==> config.mk <==
export PLATFORM = sky130hd
export DESIGN_NAME = mux_share_arbiter
export DESIGN_NICKNAME = d
export VERILOG_FILES = /design/src/rtl/mux_share_arbiter.sv
export SDC_FILE = /design/constraint.sdc
export NUM_CORES = 1
export LEC_CHECK = 0
export ABC_AREA = 1
export BUFFER_PORTS_ARGS = -buffer_cell sky130_fd_sc_hd__buf_2
export CAP_MARGIN = 20
export CORE_ASPECT_RATIO = 0.6
export CORE_UTILIZATION = 51
export CTS_BUF_LIST = sky130_fd_sc_hd__clkbuf_8
export DETAILED_ROUTE_END_ITERATION = 10
export PLACE_DENSITY_LB_ADDON = 0.08
export SYNTH_ARGS = -nofsm -noshare
export SYNTH_HDL_FRONTEND = slang
export SYNTH_SLANG_ARGS = --single-unit
==> constraint.sdc <==
create_clock -name clk -period 2.8 [get_ports clk]
set_clock_uncertainty 0.2 [all_clocks]
set_input_delay 0.28 -clock clk [delete_from_list [all_inputs] [get_ports clk]]
set_output_delay 0.28 -clock clk [all_outputs]
set_load 0.005 [all_outputs]
==> src/rtl/mux_share_arbiter.sv <==
// mux_share_arbiter: round-robin owner of a shared 2:1 data mux feeding one registered valid/ready output stage
module mux_share_arbiter #(
  parameter int DATA_W    = 32,
  parameter int MAX_BEATS = 16,
  parameter int CNT_W     = 5
) (
  input  logic              clk,
  input  logic              rst_n,
  input  logic              req0_valid,
  input  logic [DATA_W-1:0] req0_data,
  input  logic              req0_last,
  output logic              req0_ready,
  input  logic              req1_valid,
  input  logic [DATA_W-1:0] req1_data,
  input  logic              req1_last,
  output logic              req1_ready,
  output logic              sel,
  output logic              out_valid,
  output logic [DATA_W-1:0] out_data,
  output logic              out_last,
  input  logic              out_ready,
  output logic              busy
);
  typedef enum logic {IDLE, OWN} state_t;
  state_t            state_q, state_d;
  logic              sel_q, sel_d, prio_q, prio_d;
  logic              out_valid_q, out_valid_d, out_last_q, out_last_d;
  logic [DATA_W-1:0] out_data_q, out_data_d, mux_data;
  logic [CNT_W-1:0]  cnt_q, cnt_d;
  logic              own, can_load, own_valid, own_last, accept, forced, rel;
  always_comb begin
    own         = state_q == OWN;
    mux_data    = sel_q ? req1_data : req0_data;
    own_valid   = sel_q ? req1_valid : req0_valid;
    own_last    = sel_q ? req1_last : req0_last;
    can_load    = !out_valid_q || out_ready;
    accept      = own && own_valid && can_load;
    forced      = (MAX_BEATS != 0) && (cnt_q == CNT_W'(MAX_BEATS - 1));
    rel         = accept && (own_last || forced);
    req0_ready  = own && !sel_q && can_load;
    req1_ready  = own && sel_q && can_load;
    // both valid in IDLE falls back to the round-robin pointer
    sel_d       = (!own && (req0_valid || req1_valid)) ? ((req0_valid && req1_valid) ? prio_q : req1_valid) : sel_q;
    state_d     = rel ? IDLE : ((!own && (req0_valid || req1_valid)) ? OWN : state_q);
    prio_d      = rel ? ~sel_q : prio_q;
    cnt_d       = rel ? '0 : (accept ? cnt_q + 1'b1 : cnt_q);
    out_valid_d = accept || (out_valid_q && !out_ready);
    out_data_d  = accept ? mux_data : out_data_q;
    out_last_d  = accept ? (own_last || forced) : out_last_q;
  end
  always_ff @(posedge clk or negedge rst_n) begin
    if (!rst_n) begin
      state_q     <= IDLE;
      sel_q       <= 1'b0;
      prio_q      <= 1'b0;
      cnt_q       <= '0;
      out_valid_q <= 1'b0;
      out_data_q  <= '0;
      out_last_q  <= 1'b0;
    end else begin
      state_q     <= state_d;
      sel_q       <= sel_d;
      prio_q      <= prio_d;
      cnt_q       <= cnt_d;
      out_valid_q <= out_valid_d;
      out_data_q  <= out_data_d;
      out_last_q  <= out_last_d;
    end
  end
  assign sel       = sel_q;
  assign out_valid = out_valid_q;
  assign out_data  = out_data_q;
  assign out_last  = out_last_q;
  assign busy      = own;
endmodule

==> flow_metrics.env, run 1 <==
export IMPL_netlist_area_sq_um=2198
export IMPL_finish_utilization=0.6910
export IMPL_critPathMaxFanout=37
export IMPL_p_leak_nw=1.796
export IMPL_drv_cap=0
export IMPL_postCtsSetupBuffers=0
export IMPL_synthesis_nets=383
export IMPL_ys_warn_count=0
export IMPL_die_area_sq_um=4586
export IMPL_status="finished, final reports clean"
export IMPL_vias=2190
export IMPL_rows=18
export IMPL_crit_arrival_ps=2240
export IMPL_die_h_um=52.86
export IMPL_hpwl_mm=3.574
export IMPL_rsz0062_at_grt="false"
export IMPL_syn_avg_cell_area_sq_um=7.091
export IMPL_post_drt_wl_per_cell_um=11.04
export IMPL_place_congestion=0.7508
export IMPL_finalMaxSlewViolations=0
export IMPL_clkTransAtPathRegs_ps=80
export IMPL_cts_buffer_depth=2
export IMPL_worst_pin_slew_ps=908.9
export IMPL_ys_types=20
export IMPL_firstDrtPassIters=4
export IMPL_port_buffers=108
export IMPL_layout_commonest_cell="nand2_1"
export IMPL_worstSetupPathType="flop to flop"
export IMPL_diodes=0
export IMPL_antenna_found_initial=0
export IMPL_h_tree_depth=2
export IMPL_ant_nets=0
export IMPL_final_nets=487
export IMPL_root_buffer="clkbuf_8"
export IMPL_worstReg2RegStart="sel$_DFFE_PN0P_"
export IMPL_io_pins=109
export IMPL_holdBufCountCts=1
export IMPL_initialDrtViolationCount=122
export IMPL_final_cell_mix="215 x nand2_1, 108 x buf_2, 42 x dfrtp_1, 14 x inv_1, 8 x nand3_1"
export IMPL_grt_total_usage=0.2402
export IMPL_gr_total_overflow=0
export IMPL_wl_mm=5.244
export IMPL_start_util=0.5334
export IMPL_drive_gt1_frac=0.3012
export IMPL_startpoint_type="flop"
export IMPL_hold_slack_ps=66.46
export IMPL_remaining_drc_errors=0
export IMPL_cts_tree="yes"
export IMPL_synth_cells=310
export IMPL_tns_ps=0
export IMPL_grt_pass1_vias=1816
export IMPL_power_density_nw_per_um2=975.2
export IMPL_worstPathRequired_ps=2820
export IMPL_slew_headroom=0.3940
export IMPL_r2r_setup_slack_ps=590
export IMPL_area_growth_pct=29.54
export IMPL_finalSetupViolCount=0
export IMPL_yosysSeqAreaShare=0.4781
export IMPL_insertion_delay_ps=290
export IMPL_grt_pass1_wl_mm=8.190
export IMPL_clock_sinks=42
export IMPL_min_path_type="input pin to flop"
export IMPL_post_cts_resized=0
export IMPL_numCtsBuffers=5
export IMPL_r2r_cells=6
export IMPL_grt_max_degree=43
export IMPL_ir_drop_mv=0.4100
export IMPL_period_share=0.7904
export IMPL_ys_seq_elements=42
export IMPL_core_sq_um=4121
export IMPL_critPathLaunch="sel$_DFFE_PN0P_"
export IMPL_fp_dieW_um=86.76
export IMPL_max_freq_mhz=451.9
export IMPL_viasPerCell=4.611
export IMPL_endpoint="prio_q$_DFFE_PN0P_"
export IMPL_hold_violations=0
export IMPL_r2r_end="prio_q$_DFFE_PN0P_"
export IMPL_worstSetupEndpointType="flop"
export IMPL_period_needed_ps=2213
-- worst min path at each step --
| stage | from | to | slack, ps | depth (start not counted) |
|---|---|---|---|---|
| 2_1_floorplan | rst_n | busy$_DFFE_PN0P_ | -220 | 0 |
| 4_1_cts | req0_data[14] | out_data[14]$_DFFE_PN0P_ | 60 | 5 |
| 3_3_place_gp | out_last$_DFFE_PN0P_ | out_last$_DFFE_PN0P_ | 250 | 2 |
| 6_report | req0_data[14] | out_data[14]$_DFFE_PN0P_ | 70 | 5 |
| 5_1_grt | req0_data[3] | out_data[3]$_DFFE_PN0P_ | 70 | 5 |
| 3_5_place_dp | out_data[15]$_DFFE_PN0P_ | out_data[15]$_DFFE_PN0P_ | 260 | 2 |
-- registers in the layout, summed over array words and instances (netlist names) --
| signal | cells |
|---|---|
| cnt_q | 5 |
| out_data | 32 |
| prio_q | 1 |
| out_valid | 1 |
| out_last | 1 |
| sel | 1 |
| busy | 1 |
-- critical path, stage by stage (launching register included) --
cell and delay, ps:
dfrtp_1 420, buf_4 380, nand3_2 210, a21oi_4 390, buf_4 350, nand3_1 120
nand2_1 70
-- metal layers --
metal | vias to the layer above | share of wire | track usage
met5 | - | 0 | 0
li1 | 1134 | - | -
met2 | 76 | 0.44 | 0.4021
met4 | 0 | 0.0051 | 0.05000
met1 | 975 | 0.48 | 0.3223
met3 | 5 | 0.071 | 0.05772
-- cell type report --
class | count | area (sq um)
multi-input combinational | 241 | 996.0
tap | 60 | 75.07
clock inverter | 3 | 37.54
sequential | 42 | 1051
timing repair buffer | 111 | 565.5
inverter | 13 | 53.80
clock buffer | 5 | 68.82
fill | 369 | 1274
-- synth_stat cells --
master | instances | area share
nand3_2 | 1 | 0.0046
inv_1 | 12 | 0.020
dfrtp_1 | 42 | 0.48
inv_6 | 1 | 0.0040
o21ai_0 | 3 | 0.0068
nor2_1 | 1 | 0.0017
clkbuf_1 | 8 | 0.014
a21oi_4 | 1 | 0.0074
xor2_1 | 1 | 0.0040
nor2_2 | 1 | 0.0028
nor2_4 | 1 | 0.0051
nand3_4 | 1 | 0.0080
or2_2 | 1 | 0.0028
nand2_1 | 215 | 0.37
nand3_1 | 8 | 0.018
ha_1 | 2 | 0.011
nand2_2 | 2 | 0.0057
nor3_1 | 2 | 0.0046
buf_6 | 6 | 0.031
nand4_1 | 1 | 0.0028
-- power by group --
group / total [W] / internal [W] / leakage, nW / switching, W
logic: 0.00129 / 0.000491 / 1.21 / 0.000798
clock network: 0.000458 / 0.000260 / 0.0607 / 0.000198
registers: 0.00103 / 0.000877 / 0.526 / 0.000154
-- through the flow --
stage / area, sq um / cells / total power, W / worst slack (ps)
after global placement: 2731 / 466 / 0.002297 / 682.1
after CTS: 2848 / 475 / 0.002807 / 568.5
after floorplan: 2198 / 310 / 0.001906 / 1227
after global routing: 2848 / 475 / 0.003044 / 424.1
after detailed placement: 2731 / 466 / 0.002335 / 606.3
final: 2848 / 475 / 0.002777 / 587.0
-- logic make-up (layout without fill, tap and decap cells) --
kind of cell,Yosys count,count (layout),synth area share
AO/OA/AOI/OAI,4,4,0.01423
XOR/XNOR,1,1,0.003985
adder cells (fa/ha/maj),2,2,0.01138
buffers and inverters,27,132,0.06887
flip-flops,42,42,0.4781
AND/OR/NAND/NOR,234,234,0.4235
(Power assumes the default switching activity.)
==> run 2: changes to the inputs <==
Settings changed: CORE_UTILIZATION 51 to 47.
Clock period 2.8 ns to 2.09 ns, I/O delays scaled along.
==> run 2 against run 1 <==
Sequential share of layout area is 0.86 points lower. Via count is 1.6% higher. First-iteration DRC count is 7.4% higher. Final cell count is 1.9% higher. Total power is 32% higher. Clock power is 3% higher. Die area is 8.2% higher. Sequential power is 36% higher. Worst setup slack worse by 360 ps. Core utilization is 1.3 points lower. Critical path type is now flop to output pin.
==> flow_metrics.env, run 2 (synthesis gave the netlist of run 1 again) <==
export IMPL_crit_arrival_ps=1450
export IMPL_start_util=0.5111
export IMPL_seqPwrFrac=0.381
export IMPL_finalMaxSlewViolations=0
export IMPL_drive_gt1_frac=0.3066
export IMPL_root_buffer="clkbuf_8"
export IMPL_worstSetupPathType="flop to output pin"
export IMPL_worst_pin_slew_ps=664.0
export IMPL_worstSetupEndpointType="output pin"
export IMPL_worstPathRequired_ps=1680
export IMPL_finalSetupViolCount=0
export IMPL_power_density_nw_per_um2=1258
export IMPL_slew_headroom=0.5573
export IMPL_final_area_sq_um=2915
export IMPL_post_drt_wl_per_cell_um=11.10
export IMPL_grt_total_usage=0.2254
export IMPL_startpoint_type="flop"
export IMPL_preCtsSetupSlack_ps=283.0
export IMPL_vias=2226
export IMPL_port_buffers=108
export IMPL_top_usage_layer="met2"
export IMPL_largest_reg_flops=32
export IMPL_drv_cap=0
export IMPL_insertion_delay_ps=290
export IMPL_critPathMaxFanout=20
export IMPL_grt_pass1_vias=1789
export IMPL_max_freq_mhz=537.8
export IMPL_rows=18
export IMPL_use_met1=0.3013
export IMPL_ir_drop_mv=0.5008
export IMPL_combPwrFrac=0.490
export IMPL_fp_dieW_um=90.29
export IMPL_grt_max_degree=31
export IMPL_final_nets=497
export IMPL_period_share=0.8898
export IMPL_min_path_type="input pin to flop"
export IMPL_fill_cells=400
export IMPL_finish_utilization=0.6777
export IMPL_placed_area_sq_um=2789
export IMPL_core_sq_um=4302
export IMPL_ant_nets=0
export IMPL_dp_cells=472
export IMPL_wl_mm=5.372
export IMPL_place_congestion=0.8087
export IMPL_p_leak_nw=1.831
export IMPL_post_cts_resized=0
export IMPL_clock_sinks=42
export IMPL_h_tree_depth=2
export IMPL_p_int_w=0.002124
export IMPL_layout_commonest_cell="nand2_1"
export IMPL_fin_cells=484
export IMPL_io_pins=109
export IMPL_initialDrtViolationCount=131
export IMPL_gr_usage_met2=0.3753
export IMPL_status="finished, final reports clean"
export IMPL_diodes=0
export IMPL_firstDrtPassIters=4
export IMPL_numCtsBuffers=5
export IMPL_cts_tree="yes"
export IMPL_grt_pass1_wl_mm=8.500
export IMPL_power_share_clock=0.129
export IMPL_area_growth_pct=32.61
export IMPL_hold_violations=0
export IMPL_gr_total_overflow=0
export IMPL_remaining_drc_errors=0
export IMPL_clkTransAtPathRegs_ps=80
export IMPL_power_switching_w=0.001544
export IMPL_cts_buffer_depth=2
export IMPL_grt_use_met3=0.06011
export IMPL_swShare=0.4209
export IMPL_hpwl_mm=3.926
export IMPL_tns_ps=0
export IMPL_die_area_sq_um=4964
export IMPL_antenna_found_initial=0
export IMPL_rsz0062_at_grt="false"
export IMPL_worst_slack_ps=230.4
export IMPL_viasPerCell=4.599
export IMPL_final_cell_mix="215 x nand2_1, 108 x buf_2, 42 x dfrtp_1, 14 x inv_1, 8 x nand3_1"
export IMPL_period_needed_ps=1860
export IMPL_die_h_um=54.98
[run 2: layout make-up]
class | count | area (sq um) | area share
tap | 60 | 75.07 | 0.02575
inverter | 13 | 53.80 | 0.01845
clock inverter | 2 | 7.507 | 0.002575
multi-input combinational | 241 | 996.0 | 0.3416
timing repair buffer | 121 | 663.1 | 0.2275
clock buffer | 5 | 68.82 | 0.02361
sequential | 42 | 1051 | 0.3605
[run 2: per-stage QoR]
| stage | total power, W | hold WS (ps) |
|---|---|---|
| after global placement | 0.003164 | 97.00 |
| after floorplan | 0.002554 | -286.6 |
| after detailed placement | 0.003219 | 83.91 |
| final | 0.003668 | 4.895 |
| after global routing | 0.004028 | 10.38 |
| after CTS | 0.003714 | 1.309 |
[run 2: power by group through the flow]
stage / registers [W] / logic, W / clock network (W)
2_1_floorplan: 0.00142 / 0.00114 / 0
3_3_place_gp: 0.00140 / 0.00176 / 0
3_5_place_dp: 0.00141 / 0.00181 / 0
4_1_cts: 0.00140 / 0.00182 / 0.000491
5_1_grt: 0.00145 / 0.00206 / 0.000518
6_report: 0.00140 / 0.00180 / 0.000473
[run 2: path summary, 6_finish.rpt]
| kind | end | slack (ps) | cells past startpoint | startpoint |
|---|---|---|---|---|
| min in group asynchronous | out_data[26]$_DFFE_PN0P_ | 290 | 2 | rst_n |
| worst max-delay path | req1_ready | 230 | 4 | sel$_DFFE_PN0P_ |
| worst max register to register | busy$_DFFE_PN0P_ | 280 | 7 | sel$_DFFE_PN0P_ |
| worst min-delay path | out_data[6]$_DFFE_PN0P_ | 5 | 5 | req0_data[6] |
| max in group asynchronous | sel$_DFFE_PN0P_ | 830 | 3 | rst_n |
| worst min register to register | out_data[16]$_DFFE_PN0P_ | 280 | 2 | out_data[16]$_DFFE_PN0P_ |
[run 2: worst max-delay path: stages (launching register included)]
cell,delay [ps]
dfrtp_1,490
inv_6,120
buf_4,230
nor3_1,190
buf_2,140
[run 2: layer usage]
layer  vias to the layer above  share of wire  wire length (um)
met2                        82           0.43              2317
met4                         0         0.0076                41
li1                       1157              -                 -
met3                         5          0.074               400
met1                       982           0.49              2612
met5                         -              0                 0
[run 2: what timing repair did]
action                                 CTS  global route
buffers inserted                         0             0
endpoints found under the hold margin   32             0
hold buffers                             5             0
